**config.mk**
```make
export PLATFORM = sky130hd
export DESIGN_NAME = matrix_location_sequencer
export DESIGN_NICKNAME = d
export VERILOG_FILES = /design/src/rtl/matrix_location_sequencer.sv
export SDC_FILE = /design/constraint.sdc
export NUM_CORES = 1
export LEC_CHECK = 0
export ABC_AREA = 1
export ABC_CLOCK_PERIOD_IN_PS = 1900
export CORE_UTILIZATION = 39
export CTS_CLUSTER_DIAMETER = 120
export DETAILED_ROUTE_END_ITERATION = 12
export DONT_BUFFER_PORTS = 1
export PLACE_DENSITY = 0.57
export SYNTH_ARGS = -nofsm -noshare
export SYNTH_HDL_FRONTEND = slang
export SYNTH_SLANG_ARGS = --single-unit
```
**constraint.sdc**
```tcl
create_clock -name clk -period 1.9 [get_ports clk]
set_clock_uncertainty 0.05 [all_clocks]
set_input_delay 0.285 -clock clk [delete_from_list [all_inputs] [get_ports clk]]
set_output_delay 0.285 -clock clk [all_outputs]
set_load 0.1 [all_outputs]
```
**src/rtl/matrix_location_sequencer.sv**
```systemverilog
// Sweeps (layer, row) locations in row-major order over latched counts,
// handing one location per accepted beat to a downstream spreader.
module matrix_location_sequencer #(
  parameter int unsigned layer_index_size = 32,
  parameter int unsigned row_index_size   = 32
) (
  input  logic                        clk,
  input  logic                        reset,
  input  logic                        start,
  input  logic                        abort,
  input  logic [layer_index_size-1:0] layer_count,
  input  logic [row_index_size-1:0]   row_count,
  input  logic                        ready,
  output logic [layer_index_size-1:0] read_layer_index,
  output logic [row_index_size-1:0]   read_row_index,
  output logic                        valid,
  output logic                        busy,
  output logic                        done
);

  localparam int unsigned LW = layer_index_size;
  localparam int unsigned RW = row_index_size;

  typedef enum logic [1:0] {
    S_IDLE = 2'd0,
    S_RUN  = 2'd1,
    S_DONE = 2'd2
  } state_t;

  state_t          r_state;
  state_t          w_state_nxt;
  logic [LW-1:0]   r_layer;
  logic [RW-1:0]   r_row;
  logic [LW-1:0]   r_layer_last;
  logic [RW-1:0]   r_row_last;
  logic [LW-1:0]   w_layer_nxt;
  logic [RW-1:0]   w_row_nxt;
  logic            w_load;
  logic            r_valid;
  logic            r_busy;
  logic            r_done;

  // Next state and next location; counts are stored as count-1 so the
  // all-ones maximum compares without overflow.
  always_comb begin
    w_state_nxt = r_state;
    w_layer_nxt = r_layer;
    w_row_nxt   = r_row;
    w_load      = 1'b0;
    case (r_state)
      S_IDLE: begin
        if (!abort && start) begin
          if ((layer_count != '0) && (row_count != '0)) begin
            w_load      = 1'b1;
            w_layer_nxt = '0;
            w_row_nxt   = '0;
            w_state_nxt = S_RUN;
          end else begin
            w_state_nxt = S_DONE;
          end
        end
      end
      S_RUN: begin
        if (ready) begin
          if (r_row != r_row_last) begin
            w_row_nxt = r_row + RW'(1);
          end else if (r_layer != r_layer_last) begin
            w_row_nxt   = '0;
            w_layer_nxt = r_layer + LW'(1);
          end else begin
            w_state_nxt = S_DONE;
          end
        end
        if (abort) begin
          w_state_nxt = S_IDLE;
        end
      end
      S_DONE:  w_state_nxt = S_IDLE;
      default: w_state_nxt = S_IDLE;
    endcase
  end

  // State, location and registered status flags.
  always_ff @(posedge clk) begin
    if (reset) begin
      r_state      <= S_IDLE;
      r_layer      <= '0;
      r_row        <= '0;
      r_layer_last <= '0;
      r_row_last   <= '0;
      r_valid      <= 1'b0;
      r_busy       <= 1'b0;
      r_done       <= 1'b0;
    end else begin
      r_state <= w_state_nxt;
      r_layer <= w_layer_nxt;
      r_row   <= w_row_nxt;
      if (w_load) begin
        r_layer_last <= layer_count - LW'(1);
        r_row_last   <= row_count - RW'(1);
      end
      r_valid <= (w_state_nxt == S_RUN);
      r_busy  <= (w_state_nxt == S_RUN) || (w_state_nxt == S_DONE);
      r_done  <= (w_state_nxt == S_DONE);
    end
  end

  assign read_layer_index = r_layer;
  assign read_row_index   = r_row;
  assign valid            = r_valid;
  assign busy             = r_busy;
  assign done             = r_done;

endmodule

```
; Word-level counts from Yosys, hierarchy flattened
; Cells that the tools add are included.
[classes]
reduce_logical = 10
add_sub_neg = 4
n_eq_ne = 11
n_mux = 20
[ops]
columns = operator, count
row1 = $mux 32, 8
row2 = $pmux 32 s2, 2
row3 = $add 32x1->32 const B, 2
row4 = $ne 32x32->1, 2
row5 = $reduce_bool 32->1, 2
row6 = $sub 32x1->32 const B, 2
row7 = $mux 2, 6
row8 = $ne 2x2->1 const B, 5
row9 = $reduce_and 6->1, 1
row10 = $reduce_and 5->1, 1
row11 = $eq 2x1->1 const B, 2
row12 = $pmux 2 s2, 1
row13 = $mux 1, 3
row14 = $ne 3x3->1 const B, 1
row15 = $eq 2x2->1 const B, 1
row16 = $logic_and 1x1->1, 2
row17 = $logic_not 2->1, 1
row18 = $reduce_bool 2->1, 1
row19 = $logic_not 1->1, 1
row20 = $logic_or 1x1->1, 1
[totals]
in_bits = 69
elab_cells = 53
out_inout_bits = 67
reg_bits = 133

; Logic depth before layout (Yosys ltp)
[logic_depth]
word_depth = 8
mapped_depth = 16
depth_no_buf = 16

; Least setup slack after synthesis
; No wires, ideal clock.
[synth_timing]
path_kind = reg2reg
startpoint = register r_row[0] (netlist: read_row_index[0])
endpoint = register r_row[28] (netlist: read_row_index[28])
path_stages_with_launch = 13
arrival_time_ns = 2.558
slack_ns = -0.819
synth_period_minus_slack_ns = 2.719
setup_ns = 0.111
cell_sequence = dfxtp_1 ha_1 nand3_1 nor2_1 nand3_1 nor2_1 nand3_1 nor2_1 nand2_1 nand3_1 nand3_1 nand2_1 nor2_1
[synth_between]
elab_chain_cells = 4
word_cells_on_any_way = 7
cone_classes = 1 x add/sub / 2 x eq/ne / 3 x mux / 1 x reduce/logical
[synth_lines]
columns = element, line
row1 = start: declaration, 33  ; logic [RW-1:0] r_row;
row2 = start signal: assignment, 97  ; r_row <= w_row_nxt;
row3 = $add 32x1->32 or $ne 32x32->1 (tied branches), "66, 65"
row4 = $mux 32, 65  ; if (r_row != r_row_last) begin
row5 = $mux 32, 64  ; if (ready) begin
row6 = $pmux 32 s2, 50  ; case (r_state)
; Parallel ways exist; a longest one is shown, timed or not. The select of a mux whose other input is x is not followed.
; A chain may end at the register's enable or synchronous reset.

; Final worst setup path
[layout_timing]
startpoint = register r_layer[24] (netlist: read_layer_index[24])
endpoint = register r_busy (netlist: busy)
[layout_between]
elab_chain_cells = 8
word_cells_on_any_way = 9
cone_classes = 3 x eq/ne / 5 x mux / 1 x reduce/logical
[layout_lines]
columns = element, line
row1 = start: declaration, 32  ; logic [LW-1:0] r_layer;
row2 = start signal: assignment, 96  ; r_layer <= w_layer_nxt;
row3 = $ne 32x32->1 *, 67  ; end else if (r_layer != r_layer_last) begin
row4 = $mux 2 *, 67
row5 = $mux 2 *, 65
row6 = $mux 2 *, 64
row7 = $mux 2 *, 74  ; if (abort) begin
row8 = $pmux 2 s2 *, 50
row9 = via w_state_nxt[0], 31  ; state_t w_state_nxt;
row10 = $eq 2x1->1 or $eq 2x2->1 (tied branches), 103  ; r_busy <= (w_state_nxt == S_RUN) || (w_state_nxt == S_DONE);
row11 = $logic_or 1x1->1 *, 103
row12 = end signal: assignment, 103
row13 = end: declaration, 40  ; logic r_busy;
; Mark *: on every way through the listed nets, which the timed path passes. The rest lies on a longest branch.

==> metrics.md <==
| Metric | Value |
|---|---|
| CP Max Fanout | 3 |
| Unrepaired setup endpoints after global routing | yes |
| Share of layout cells above drive strength 1 | 23.3% |
| Htree depth | 4 |
| Worst path required time | 2.22 ns |
| Int Power | 5.02 mW |
| Effective utilization at floorplan | between 40% and 50% |
| Period utilization | 103% |
| Top cell type's share of synthesized area | 26.0% |
| Startpoint type of the worst setup path | flip-flop |
| Reg clk slew, reported paths | 0.07 ns |
| Clk_lat worst skew | 0.43 ns |
| Gate power share | 16.9% |
| Root buffer cell | clkbuf_16 |
| Overall Global Routing Usage | between 20% and 30% |
| Initial antenna violation count | 1 |
| Max Cap Viol | 0 |
| First-pass GRT wire length | 58.7 mm |
| Synthesized Nets | 1864 |
| CP arrival | 2.27 ns |
| Largest net degree at the start of global routing | 63 |
| GRT overflow | 0 |
| Worst slew pin tran | just under 0.7 ns |
| 1st-pass router iterations | 5 |
| # clock sinks | between 100 and 150 |
| Failing checks | negative hold slack, negative setup slack |
| Clock network fraction of design power | between 40% and 50% |
| Synthesis-to-finish area growth | 34.1% |
| NumNets Final | 2079 |
| Top post-synthesis cells by area | dfxtp_1 26%, nand2_1 20%, nor2_1 11% |
| Pre-CTS setup slack | -0.165 ns |
| P_leak | 5.77 nW |
| Via count | 11800 |
| Hpwl dp | just under 30 mm |
| Routed wire length | 37.0 mm |
| Post-DR vias/cell | a little over 5 |
| DIE HEIGHT | 164 um |
| Final core utilization | 53.8% |
| Inserted Clock Buffers | 17 |
| Relative slew slack | 53.4% |
| Synthesis warning total | 0 |
| Register area share after synthesis | 26.0% |
| Psw | 2.30 mW |
| Final WS setup | -0.0524 ns |
| Hold crit path type | primary input to flip-flop |
| Remaining DRCs | 0 |
| Hold_buf cts | 25 |
| R2r setup slk | -0.05 ns |
| Yosys cell types | 41 |
| Core Area | 0.0255 mm^2 |
| Post-route ant nets | 0 |
| Switch share | 31.5% |
| Mapped Cells | approximately 1800 |
| Diodes inserted | 0 |
| Final Hold Violating Endpoints | 60 |
| CP Capture Type | flip-flop |
| Max VDD drop | 0.649 mV |
| Synthesized cell area | 0.0102 mm^2 |
| Pwr/cell area | 534 mW/mm^2 |
| Cell taking the most area after synthesis | dfxtp_1 |
| Vias in the first global route | 10800 |
| Flops & latches, synth | 133 |
| Commonest non-fill, non-tap cell in the layout | nand2_1 |
| Setup violators final | 4 |
| Hold WS | -0.103 ns |
| Syn_area_per_cell | around 5.7 um^2 |
| CTS tree | yes |
| Num rows | 58 |
| DIE WIDTH | 164 um |
| Wire length per cell | 15.8 um |
| DR iter-0 viols | 928 |
| Top Ports | 136 |
| Die ar. | roughly 0.027 mm^2 |
| Max Slew Vio Count | 0 |
| Commonest cells after routing, fill and taps aside | 537 x nand2_1, 277 x nor2_1, 216 x buf_4, 196 x inv_1, 108 x nand3_1 |
| Status | complete, but fails checks |
| Crit Path Class | flip-flop to flip-flop |
| Gp weighted congestion | 0.981 |
| Sequential power share | 40.0% |
| Crit path time final | 1.95 ns |
| Clk buf depth | 2 |
| FMAX | between 500 and 600 MHz |
| # port buffers | 0 |
[through the flow]
stage                     cells  power, mW  TNS [ns]  area, um^2
after global routing       2347       7.61     -5.35       13700
after detailed placement   2282       4.08     -9.21       12500
after global placement     2282       4.08     -7.81       12500
final                      2347       7.32    -0.123       13700
after CTS                  2339       7.30   -0.0580       13400
after floorplan            1789       3.70    -0.227       10600
[sequential cells by signal, summed over array words and instances (netlist names)]
signal,count
done,1
read_layer_index,32
r_state,2
busy,1
r_row_last,32
read_row_index,32
valid,1
r_layer_last,32
[cells by family (layout without fill, tap and decap cells)]
| group | count (synthesis) | after routing | share of synthesized area (%) |
|---|---|---|---|
| adders and majority gates | 6 | 6 | 0.734 |
| buffers and inverters | 291 | 519 | 12.0 |
| and+or+nand+nor | 1071 | 1071 | 43.5 |
| DFF | 133 | 133 | 26.0 |
| xor gates and xnor gates | 92 | 92 | 7.88 |
| AOI/OAI and AO/OA | 196 | 196 | 9.92 |
[path summary, 6_finish.rpt]
check | start | end | cells after the start
worst min-delay path | reset | read_row_index[5] | 1
worst min register to register | r_row_last[14] | r_row_last[14] | 2
worst max-delay path | read_layer_index[24] | busy | 14
worst max register to register | read_layer_index[24] | busy | 14
[cell type report]
type,instances,area (um^2)
fillers,2579,11800
multi-input cells,1365,6630
flip-flops and latches,133,2950
repair buffers,268,2340
inverters,219,830
clock buffers,18,429
well taps,330,413
clock inverters,14,113
[synth_stat cells (all sizes together)]
master / n
nand2: 563
nor2: 312
inv: 217
dfxtp: 133
nand3: 117
a21oi: 105
o21ai: 72
xor2: 52
nand4: 51
buf: 44
xnor2: 40
clkbuf: 28
nor3: 17
a31oi: 15
ha: 6
nor4: 5
clkinv: 2
o31ai: 2
a21boi: 1
and2: 1
and3: 1
nand3b: 1
nor3b: 1
o21a: 1
or2: 1
or3: 1
[power groups by stage]
stage                     sequential [mW]  clock (mW)  combinational [mW]
final                                2.93        3.16                1.23
after global routing                 2.94        3.31                1.37
after CTS                            2.92        3.21                1.17
after detailed placement             2.98           0                1.10
after global placement               2.98           0                1.10
after floorplan                      2.98           0               0.726
[routing by layer]
| metal | global-route usage (%) | share of wire (%) | wire length [um] |
|---|---|---|---|
| met1 | 45.4 | 53 | 19500 |
| met4 | 5.30 | 0.66 | 244 |
| met5 | 0 | 0 | 0 |
| met2 | 39.2 | 38 | 14200 |
| met3 | 3.96 | 8.1 | 3010 |
[timing repair]
item | 4_1_cts | 5_1_grt
hold endpoints to repair | 85 | 61
buffers inserted | 0 | 7
resized for setup | 32 | 88
gates cloned | 0 | 1
pin swaps | 5 | 27
setup endpoints to repair | 68 | 70
[critical path: stages (launching register included)]
cell	delay (ns)
dfxtp_4	0.36
inv_1	0.05
nand2_1	0.06
nand2_2	0.08
nor2_1	0.12
nand2_1	0.09
nor2_2	0.18
nand2_2	0.10
nor2_4	0.16
nand3_1	0.09
nand2_1	0.07
nand2_2	0.07
inv_2	0.08
ha_1	0.23
nor2_1	0.11
No activity file was read; power rests on OpenSTA's default activity.
